[src/rtl/invmux_ccff_n.sv]
// invmux_ccff_n: N-input inverting routing mux with an integrated configuration-chain
// segment and atomic select commit.
//
// The one-hot select is shifted in serially on ccff_head and staged in a shadow register
// (sr). Once N_INPUTS bits have been loaded, ccff_commit copies sr into the active select
// (sel) in one edge. The serial chain continues through ccff_tail to the next block.
//
// Ports:
//   prog_clk     programming clock; all state changes on its rising edge
//   pReset       synchronous active-high reset
//   ccff_head    serial configuration data in
//   ccff_en      shift enable, one bit per cycle
//   ccff_commit  copy shadow register to active select (honoured only when full)
//   ccff_tail    serial configuration data out (sr[N_INPUTS-1])
//   Q            data inputs
//   Z            inverted selected input (combinational)
//   cfg_busy     high whenever the FSM is not idle
//   cfg_done     one-cycle pulse in the cycle the active select changes
//   onehot_err   active select not exactly one-hot
//
// Configuration macro: INVMUX_ONEHOT_CHECK_EN
//   defined   -> onehot_err flags a non-one-hot select and forces Z to 0
//   undefined -> onehot_err tied to 0; Z is the wired-OR of the selected inverted inputs
module invmux_ccff_n #(
  parameter int unsigned N_INPUTS = 4,
  parameter int unsigned CNT_W    = $clog2(N_INPUTS + 1)
) (
  input  logic                prog_clk,
  input  logic                pReset,
  input  logic                ccff_head,
  input  logic                ccff_en,
  input  logic                ccff_commit,
  output logic                ccff_tail,
  input  logic [N_INPUTS-1:0] Q,
  output logic                Z,
  output logic                cfg_busy,
  output logic                cfg_done,
  output logic                onehot_err
);

  typedef enum logic [1:0] {StIdle, StShift, StFull} state_e;

  localparam logic [CNT_W-1:0] CntFull = CNT_W'(N_INPUTS);
  localparam logic [CNT_W-1:0] CntLast = CNT_W'(N_INPUTS - 1);

  state_e              state_q, state_d;
  logic [N_INPUTS-1:0] sr_q, sr_d;
  logic [N_INPUTS-1:0] sel_q, sel_d;
  logic [CNT_W-1:0]    cnt_q, cnt_d;
  logic                done_q, done_d;

  always_ff @(posedge prog_clk) begin
    if (pReset) begin
      state_q <= StIdle;
      sr_q    <= '0;
      sel_q   <= N_INPUTS'(1);
      cnt_q   <= '0;
      done_q  <= 1'b0;
    end else begin
      state_q <= state_d;
      sr_q    <= sr_d;
      sel_q   <= sel_d;
      cnt_q   <= cnt_d;
      done_q  <= done_d;
    end
  end

  always_comb begin
    state_d = state_q;
    sr_d    = sr_q;
    sel_d   = sel_q;
    cnt_d   = cnt_q;
    done_d  = 1'b0;

    // The chain shifts on every enabled cycle in any state so neighbours keep streaming.
    if (ccff_en) begin
      sr_d = {sr_q[N_INPUTS-2:0], ccff_head};
    end

    unique case (state_q)
      StIdle: begin
        if (ccff_en) begin
          cnt_d   = CNT_W'(1);
          state_d = StShift;
        end
      end
      StShift: begin
        // Commit is ignored here: the shadow data is still incomplete.
        if (ccff_en) begin
          if (cnt_q >= CntLast) begin
            cnt_d   = CntFull;
            state_d = StFull;
          end else begin
            cnt_d = cnt_q + CNT_W'(1);
          end
        end
      end
      StFull: begin
        if (ccff_commit) begin
          // sr_q is the pre-shift value even if ccff_en is high this cycle.
          sel_d   = sr_q;
          done_d  = 1'b1;
          cnt_d   = '0;
          state_d = StIdle;
        end
      end
      default: state_d = StIdle;
    endcase
  end

  assign ccff_tail = sr_q[N_INPUTS-1];
  assign cfg_busy  = (state_q != StIdle);
  assign cfg_done  = done_q;

  logic z_or;
  assign z_or = |(~Q & sel_q);

`ifdef INVMUX_ONEHOT_CHECK_EN
  logic sel_onehot;
  // Exactly one bit set: non-zero and clearing the lowest set bit leaves nothing.
  assign sel_onehot = (sel_q != '0) && ((sel_q & (sel_q - N_INPUTS'(1))) == '0);
  assign onehot_err = ~sel_onehot;
  assign Z          = sel_onehot & z_or;
`else
  assign onehot_err = 1'b0;
  assign Z          = z_or;
`endif

endmodule
[config.mk]
export PLATFORM = sky130hd
export DESIGN_NAME = invmux_ccff_n
export DESIGN_NICKNAME = d
export VERILOG_FILES = /design/src/rtl/invmux_ccff_n.sv
export SDC_FILE = /design/constraint.sdc
export NUM_CORES = 1
export LEC_CHECK = 0
export BUFFER_PORTS_ARGS = -buffer_cell sky130_fd_sc_hd__buf_2
export CAP_MARGIN = 30
export CORE_UTILIZATION = 56
export CTS_CLUSTER_DIAMETER = 50
export CTS_CLUSTER_SIZE = 12
export DETAILED_ROUTE_END_ITERATION = 10
export PLACE_DENSITY = 0.91
export SLEW_MARGIN = 20
export SYNTH_ARGS = -nofsm -noshare
export SYNTH_HDL_FRONTEND = slang
export SYNTH_SLANG_ARGS = --single-unit
export TNS_END_PERCENT = 10
[constraint.sdc]
create_clock -name prog_clk -period 4.15 [get_ports prog_clk]
set_clock_uncertainty 0.15 [all_clocks]
set_input_delay 1.245 -clock prog_clk [delete_from_list [all_inputs] [get_ports prog_clk]]
set_output_delay 1.245 -clock prog_clk [all_outputs]
set_load 0.02 [all_outputs]
======== Yosys cells after proc, flatten, opt, wreduce, memory -nomap -nowiden ========
Cells that the tools add are included.
word-level totals
  register bits after elaboration ......... 14
  input port bits ......................... 9
operators by class
  add/sub/neg operators ................... 1
  order comparisons ....................... 1
  equality and inequality tests ........... 6
  muxes and demuxes ....................... 11
  bitwise operators ....................... 3
  reductions and logical operators ........ 8
operator list
  kind                 number
  $mux 3               4
  $pmux 3 s3           1
  $mux 2               4
  $ne 2x2->1 const B   4
  $reduce_and 4->1     2
  $pmux 2 s3           1
  $and 4x4->4          1
  $not 4->4            1
  $reduce_or 4->1      1
  $add 3x1->3 const B  1
  $ge 3x2->1 const B   1
  $reduce_bool 3->1    1
  $eq 2x1->1 const B   1
  $eq 2x2->1 const B   1
  $logic_not 2->1      1
  $reduce_and 2->1     1
  $reduce_bool 2->1    1
  $reduce_or 2->1      1
  $mux 1               1
  $not 1->1            1

======== Depth between registers and ports, before layout ========
Gate-level depths: netlist of run 1.
  depth after elaboration ................. 4
  gate-level depth with buffers ........... 5
  gate-level depth less buffers ........... 5

======== Worst setup path after synthesis of run 1 ========
Ideal clock, no wire load.
  path type ............................... input port to output port
  start ................................... input port Q[0]
  end ..................................... output port Z
  arrival ................................. 1.686 ns
  data required time ...................... 2.755 ns
  path slack .............................. 1.069 ns
  stages on the path ...................... 3
  buffers on the path ..................... 0
  cell sequence ........................... inv_1 a22oi_1 o221ai_1
between the ends
  longest elaborated chain between the ends .. 3
ends and longest elaborated chain
  what             line  RTL
  from (decl)      34    input logic [N_INPUTS-1:0] Q,
  $not 4->4        116   assign z_or = |(~Q & sel_q);
  $and 4x4->4      116
  $reduce_or 4->1  116
  to (decl)        35    output logic Z,
No other way between the ends.

======== Worst setup path after layout of run 1 ========
Ends and elaborated chain as after synthesis.

==> results of run 1 <==
-- state kept, by name, indices dropped and copies added (netlist names) --
register,cells
cfg_done,1
cnt_q,3
sel_q,4
sr_q,4
state_q,2
-- logic make-up after synthesis --
kind of cell,synth area share (%)
and+or+nand+nor,18.3
buffers and inverters,7.69
DFF,38.3
AOI/OAI and AO/OA,13.3
adders and majority gates,13.7
muxes,8.21
other,0.512
-- synthesized netlist by cell type --
cell      number  share of area, %
and2b_1        1               1.0
a211oi_1       2               2.1
o31ai_1        1               1.0
a32o_1         1               1.4
nor2_1         7               3.6
a22oi_1        1               1.0
inv_1         10               5.1
conb_1         1              0.51
o221ai_1       1               1.2
nand2_1       11               5.6
mux2i_1        6               8.2
nor4_1         2               1.7
dfxtp_1       14                38
o311ai_0       1               1.2
buf_4          2               2.1
or3_4          1               1.5
a21oi_1        3               2.1
a221oi_1       1               1.2
nand3_1        7               4.8
ha_1           8                14
o21ba_4        1               2.2
clkbuf_1       1              0.51
-- worst max-delay path, stage by stage --
cell,delay [ns]
buf_2,0.08
inv_1,0.03
a22oi_1,0.16
o221ai_1,0.12
buf_2,0.17
-- area by class of cell --
cell class	count	area, um2	share of cell area [%]
Multi-Input combinational cell	56	395	47.8
Sequential cell	14	280	33.9
Timing Repair Buffer	12	60.1	7.26
Inverter	10	37.5	4.54
Clock buffer	4	36.3	4.39
Tap cell	14	17.5	2.12
-- placed cells by master (no fill, tap or decap), types with 2 or more instances in the layout --
cell type,instances
dfxtp_1,14
buf_2,12
nand2_1,11
inv_1,10
ha_1,8
nor2_1,7
nand3_1,7
mux2i_1,6
a21oi_1,3
clkbuf_4,3
a211oi_1,2
nor4_1,2
-- where the power goes --
group          switching [mW]  internal [mW]
clock network          0.0410         0.0534
registers              0.0130          0.149
logic                  0.0749         0.0560
total                   0.129          0.258
-- layer usage --
| metal | routed length (um) | track usage, % | part of all wire [%] |
|---|---|---|---|
| met5 | 0 | 0 | 0 |
| met4 | 20 | 10.7 | 1.6 |
| met3 | 55 | 8.72 | 4.5 |
| met2 | 584 | 35.2 | 47 |
| met1 | 573 | 25.0 | 46 |
-- how the worst max path moves through the flow --
stage	endpoint	from	slack [ns]
floorplan	Z	Q[0]	1.07
global placement	Z	Q[0]	0.97
detailed placement	Z	Q[0]	0.95
CTS	Z	Q[0]	0.95
global route	Z	Q[0]	0.91
finish	Z	Q[0]	0.94
-- metrics by stage --
stage               utilization (%)  worst slack, ns  area [um2]
floorplan                         -             1.07         732
global placement               68.4            0.967         791
detailed placement             68.4            0.945         791
CTS                            71.5            0.945         827
global route                   71.5            0.914         827
finish                         71.5            0.944         827
==> flow_metrics.env, run 1 <==
export IMPL_status="complete, no violations"
export IMPL_crit_type="primary input to output pin"
export IMPL_cts_hold_fix_buffers=0
export IMPL_hold_end="sel_q[3]"
export IMPL_syn_nets=100
export IMPL_path_clk_slew_ns=0.07
export IMPL_finalPower_uw=387
export IMPL_ir_worst_vdd_mv=0.327
export IMPL_initialDrtViolationCount=10
export IMPL_cts_tree="built"
export IMPL_vias_per_cell=5.27
export IMPL_cts_root_buffer="clkbuf_4"
export IMPL_power_leakage_nw=0.390
export IMPL_synthDistinctLibCells=22
export IMPL_setup_viol=0
export IMPL_rsz0062_at_grt="no"
export IMPL_clockBufferDepth=2
export IMPL_cts_resized_gates=0
export IMPL_crit_fanout=1
export IMPL_n_fill_cell=93
export IMPL_die_w_um=38.2
export IMPL_drt_first_pass_iters=4
export IMPL_layout_drive_gt1_share_pct=18.8
export IMPL_post_route_min_period_ns=3.21
export IMPL_yosysSeqAreaShare_pct=38.3
export IMPL_htreeDepth=1
export IMPL_worstMarginPinSlew_ns=0.523
export IMPL_areaGrowthSynthToFinish_pct=13.0
export IMPL_slew_headroom_pct=64.9
export IMPL_grt_max_degree=13
export IMPL_drv_cap=0
export IMPL_grt_overflow_total=0
export IMPL_numCtsBuffers=3
export IMPL_fp_dieH_um=38.2
export IMPL_port_buffers=12
export IMPL_r2r_setup_slack_ns=2.22
export IMPL_layout_nets=114
export IMPL_worstSkewPairLatency_ns=0.28
export IMPL_via_count=580
export IMPL_avgSynthCellArea_um2=8.82
export IMPL_postRouteAntennaNets=0
export IMPL_routed_wl_um=1230
export IMPL_reg2reg_depth=5
export IMPL_dieArea_um2=1460
export IMPL_crit_reg2reg_capture="state_q[0]"
export IMPL_worstPathRequired_ns=2.75
export IMPL_gp_congestion=0.798
export IMPL_hpwl_um=987
export IMPL_final_cells=110
export IMPL_io_pins=14
export IMPL_post_cts_setup_buffers=0
export IMPL_hold_class="flop to flop"
export IMPL_grt_pass1_wl_um=2110
export IMPL_hold_start="sel_q[3]"
export IMPL_crit_path_end_kind="output pin"
export IMPL_avgRoutedWirePerCell_um=11.2
export IMPL_synth_area_um2=732
export IMPL_cp_start_kind="primary input"
export IMPL_initial_core_util_pct=63.3
export IMPL_drv_slew=0
export IMPL_fp_coreArea_um2=1160
export IMPL_holdPathStages=2
export IMPL_arrival_ns=1.81
export IMPL_ys_ff_latch=14
export IMPL_syn_instance_count=83
export IMPL_dp_cells=106
export IMPL_hold_viol_final=0
export IMPL_yosys_warnings=0
export IMPL_grt_pass1_vias=526
export IMPL_drc_errors=0
export IMPL_power_density_nw_per_um2=468
export IMPL_tns_ns=0
export IMPL_cts_sinks=14
export IMPL_antenna_cells=0
export IMPL_clock_fmax_mhz=312
export IMPL_fin_crit_sh_pct=77.2
export IMPL_num_rows=12
export IMPL_timing_rr_start="state_q[0]"
export IMPL_grt_usage_pct=21.9
export IMPL_grt_antenna_before_repair=0
export IMPL_hold_ws_ns=0.315
Power figures use the tool's default switching activity.
==> inputs of run 2 (changes only) <==
--- a/config.mk
+++ b/config.mk
@@ -7,11 +7,11 @@
 export LEC_CHECK = 0
 export BUFFER_PORTS_ARGS = -buffer_cell sky130_fd_sc_hd__buf_2
 export CAP_MARGIN = 30
-export CORE_UTILIZATION = 56
+export CORE_UTILIZATION = 47
 export CTS_CLUSTER_DIAMETER = 50
 export CTS_CLUSTER_SIZE = 12
 export DETAILED_ROUTE_END_ITERATION = 10
-export PLACE_DENSITY = 0.91
+export PLACE_DENSITY = 0.82
 export SLEW_MARGIN = 20
 export SYNTH_ARGS = -nofsm -noshare
 export SYNTH_HDL_FRONTEND = slang
==> constraint.sdc (replaced) <==
create_clock -name prog_clk -period 2.9 [get_ports prog_clk]
set_clock_uncertainty 0.15 [all_clocks]
set_input_delay 0.87 -clock prog_clk [delete_from_list [all_inputs] [get_ports prog_clk]]
set_output_delay 0.87 -clock prog_clk [all_outputs]
set_load 0.02 [all_outputs]
==> flow_metrics.env, run 2 (synthesized netlist as in run 1, its figures left out) <==
export IMPL_status="complete, no violations"
export IMPL_final_cells=111
export IMPL_worstSetupStartpoint="Q[0]"
export IMPL_initial_core_util_pct=53.6
export IMPL_grt_use_met3_pct=8.26
export IMPL_hold_class="flop to flop"
export IMPL_port_buffers=12
export IMPL_fin_crit_sh_pct=85.8
export IMPL_io_pins=14
export IMPL_worstPathRequired_ns=1.88
export IMPL_crit_path_end_kind="output pin"
export IMPL_grt_pass1_vias=542
export IMPL_drc_errors=0
export IMPL_rsz0062_at_grt="no"
export IMPL_cts_resized_gates=0
export IMPL_dieArea_um2=1720
export IMPL_hold_viol_final=0
export IMPL_drv_slew=0
export IMPL_clockBufferDepth=2
export IMPL_grt_pass1_wl_um=2190
export IMPL_hpwl_um=950
export IMPL_setup_viol=0
export IMPL_use_met1_pct=20.0
export IMPL_gr_usage_met2_pct=26.3
export IMPL_layout_drive_gt1_share_pct=18.8
export IMPL_routed_wl_um=1200
export IMPL_crit_type="primary input to output pin"
export IMPL_dp_cells=107
export IMPL_layout_common_cells="dfxtp_1 (14), buf_2 (12), nand2_1 (11)"
export IMPL_postRouteAntennaNets=0
export IMPL_cts_tree="built"
export IMPL_fp_dieH_um=41.5
export IMPL_drv_cap=0
export IMPL_tns_ns=0
export IMPL_top_usage_layer="met2"
export IMPL_arrival_ns=1.47
export IMPL_via_count=580
export IMPL_power_leakage_nw=0.390
export IMPL_ir_worst_vdd_mv=0.369
export IMPL_cts_root_buffer="clkbuf_4"
export IMPL_hold_end="sel_q[2]"
export IMPL_hold_start="sel_q[2]"
export IMPL_vias_per_cell=5.23
export IMPL_die_w_um=41.5
export IMPL_post_route_min_period_ns=2.49
export IMPL_gp_congestion=0.795
export IMPL_worstMarginPinSlew_ns=0.524
export IMPL_timing_rr_start="state_q[0]"
export IMPL_slew_headroom_pct=64.8
export IMPL_cts_sinks=14
export IMPL_n_fill_cell=129
export IMPL_top_regs="sel_q x4, sr_q x4, cnt_q x3"
export IMPL_numCtsBuffers=3
export IMPL_reg2reg_depth=5
export IMPL_multi_input_area_um2=395
export IMPL_grt_antenna_before_repair=0
export IMPL_post_cts_setup_buffers=0
export IMPL_htreeDepth=1
export IMPL_holdPathStages=2
export IMPL_grt_max_degree=13
export IMPL_clock_fmax_mhz=402
export IMPL_antenna_cells=0
export IMPL_initialDrtViolationCount=8
export IMPL_seq_area_um2=280
export IMPL_path_clk_slew_ns=0.08
export IMPL_power_density_nw_per_um2=674
export IMPL_crit_fanout=1
export IMPL_grt_usage_pct=16.3
export IMPL_r2r_setup_slack_ns=0.99
export IMPL_grt_overflow_total=0
export IMPL_num_rows=13
export IMPL_final_common_cell="dfxtp_1"
export IMPL_finalPower_uw=558
export IMPL_cts_hold_fix_buffers=0
export IMPL_layout_nets=114
export IMPL_worstSkewPairLatency_ns=0.28
export IMPL_drt_first_pass_iters=3
export IMPL_fp_coreArea_um2=1370
export IMPL_cp_start_kind="primary input"
export IMPL_crit_reg2reg_capture="state_q[0]"
export IMPL_avgRoutedWirePerCell_um=10.8
export IMPL_areaGrowthSynthToFinish_pct=13.2
[run 2: cell counts in the layout (fill, tap and decap cells not counted)]
No cell type changed its count.
[run 2: final cells by class]
class	instances	share of cell area (%)
Sequential cell	14	33.8
Multi-Input combinational cell	56	47.7
Tap cell	15	2.27
Timing Repair Buffer	12	7.25
Inverter	10	4.53
Clock buffer	4	4.38
[run 2: worst max path at each step]
stage | end | slack (ns) | cells past startpoint
5_1_grt | Z | 0.39 | 5
3_3_place_gp | Z | 0.47 | 5
6_report | Z | 0.41 | 5
3_5_place_dp | Z | 0.41 | 5
4_1_cts | Z | 0.41 | 5
2_1_floorplan | Z | 0.57 | 3
[run 2: stage by stage]
stage	utilization, %	hold WS (ns)	worst slack (ns)	instance area (um2)
final	60.6	0.311	0.412	828
after global routing	60.6	0.347	0.391	828
after CTS	60.6	0.314	0.411	828
after detailed placement	58.0	0.303	0.411	792
after global placement	58.0	0.296	0.467	792
after floorplan	-	0.286	0.569	732
[run 2: power by group]
part / switching, mW / internal, mW
clock network: 0.0623 / 0.0763
logic: 0.109 / 0.0804
registers: 0.0176 / 0.213
[run 2: layer usage]
metal | routed length (um) | share of wire (%) | vias up
li1 | - | - | 306
met5 | 0 | 0 | -
met2 | 561 | 47 | 12
met4 | 0 | 0 | 0
met1 | 576 | 48 | 262
met3 | 63 | 5.2 | 0
[run 2: critical path: stages]
cell and delay (ns):
buf_2 0.07, inv_1 0.03, a22oi_1 0.17, o221ai_1 0.14
buf_2 0.19
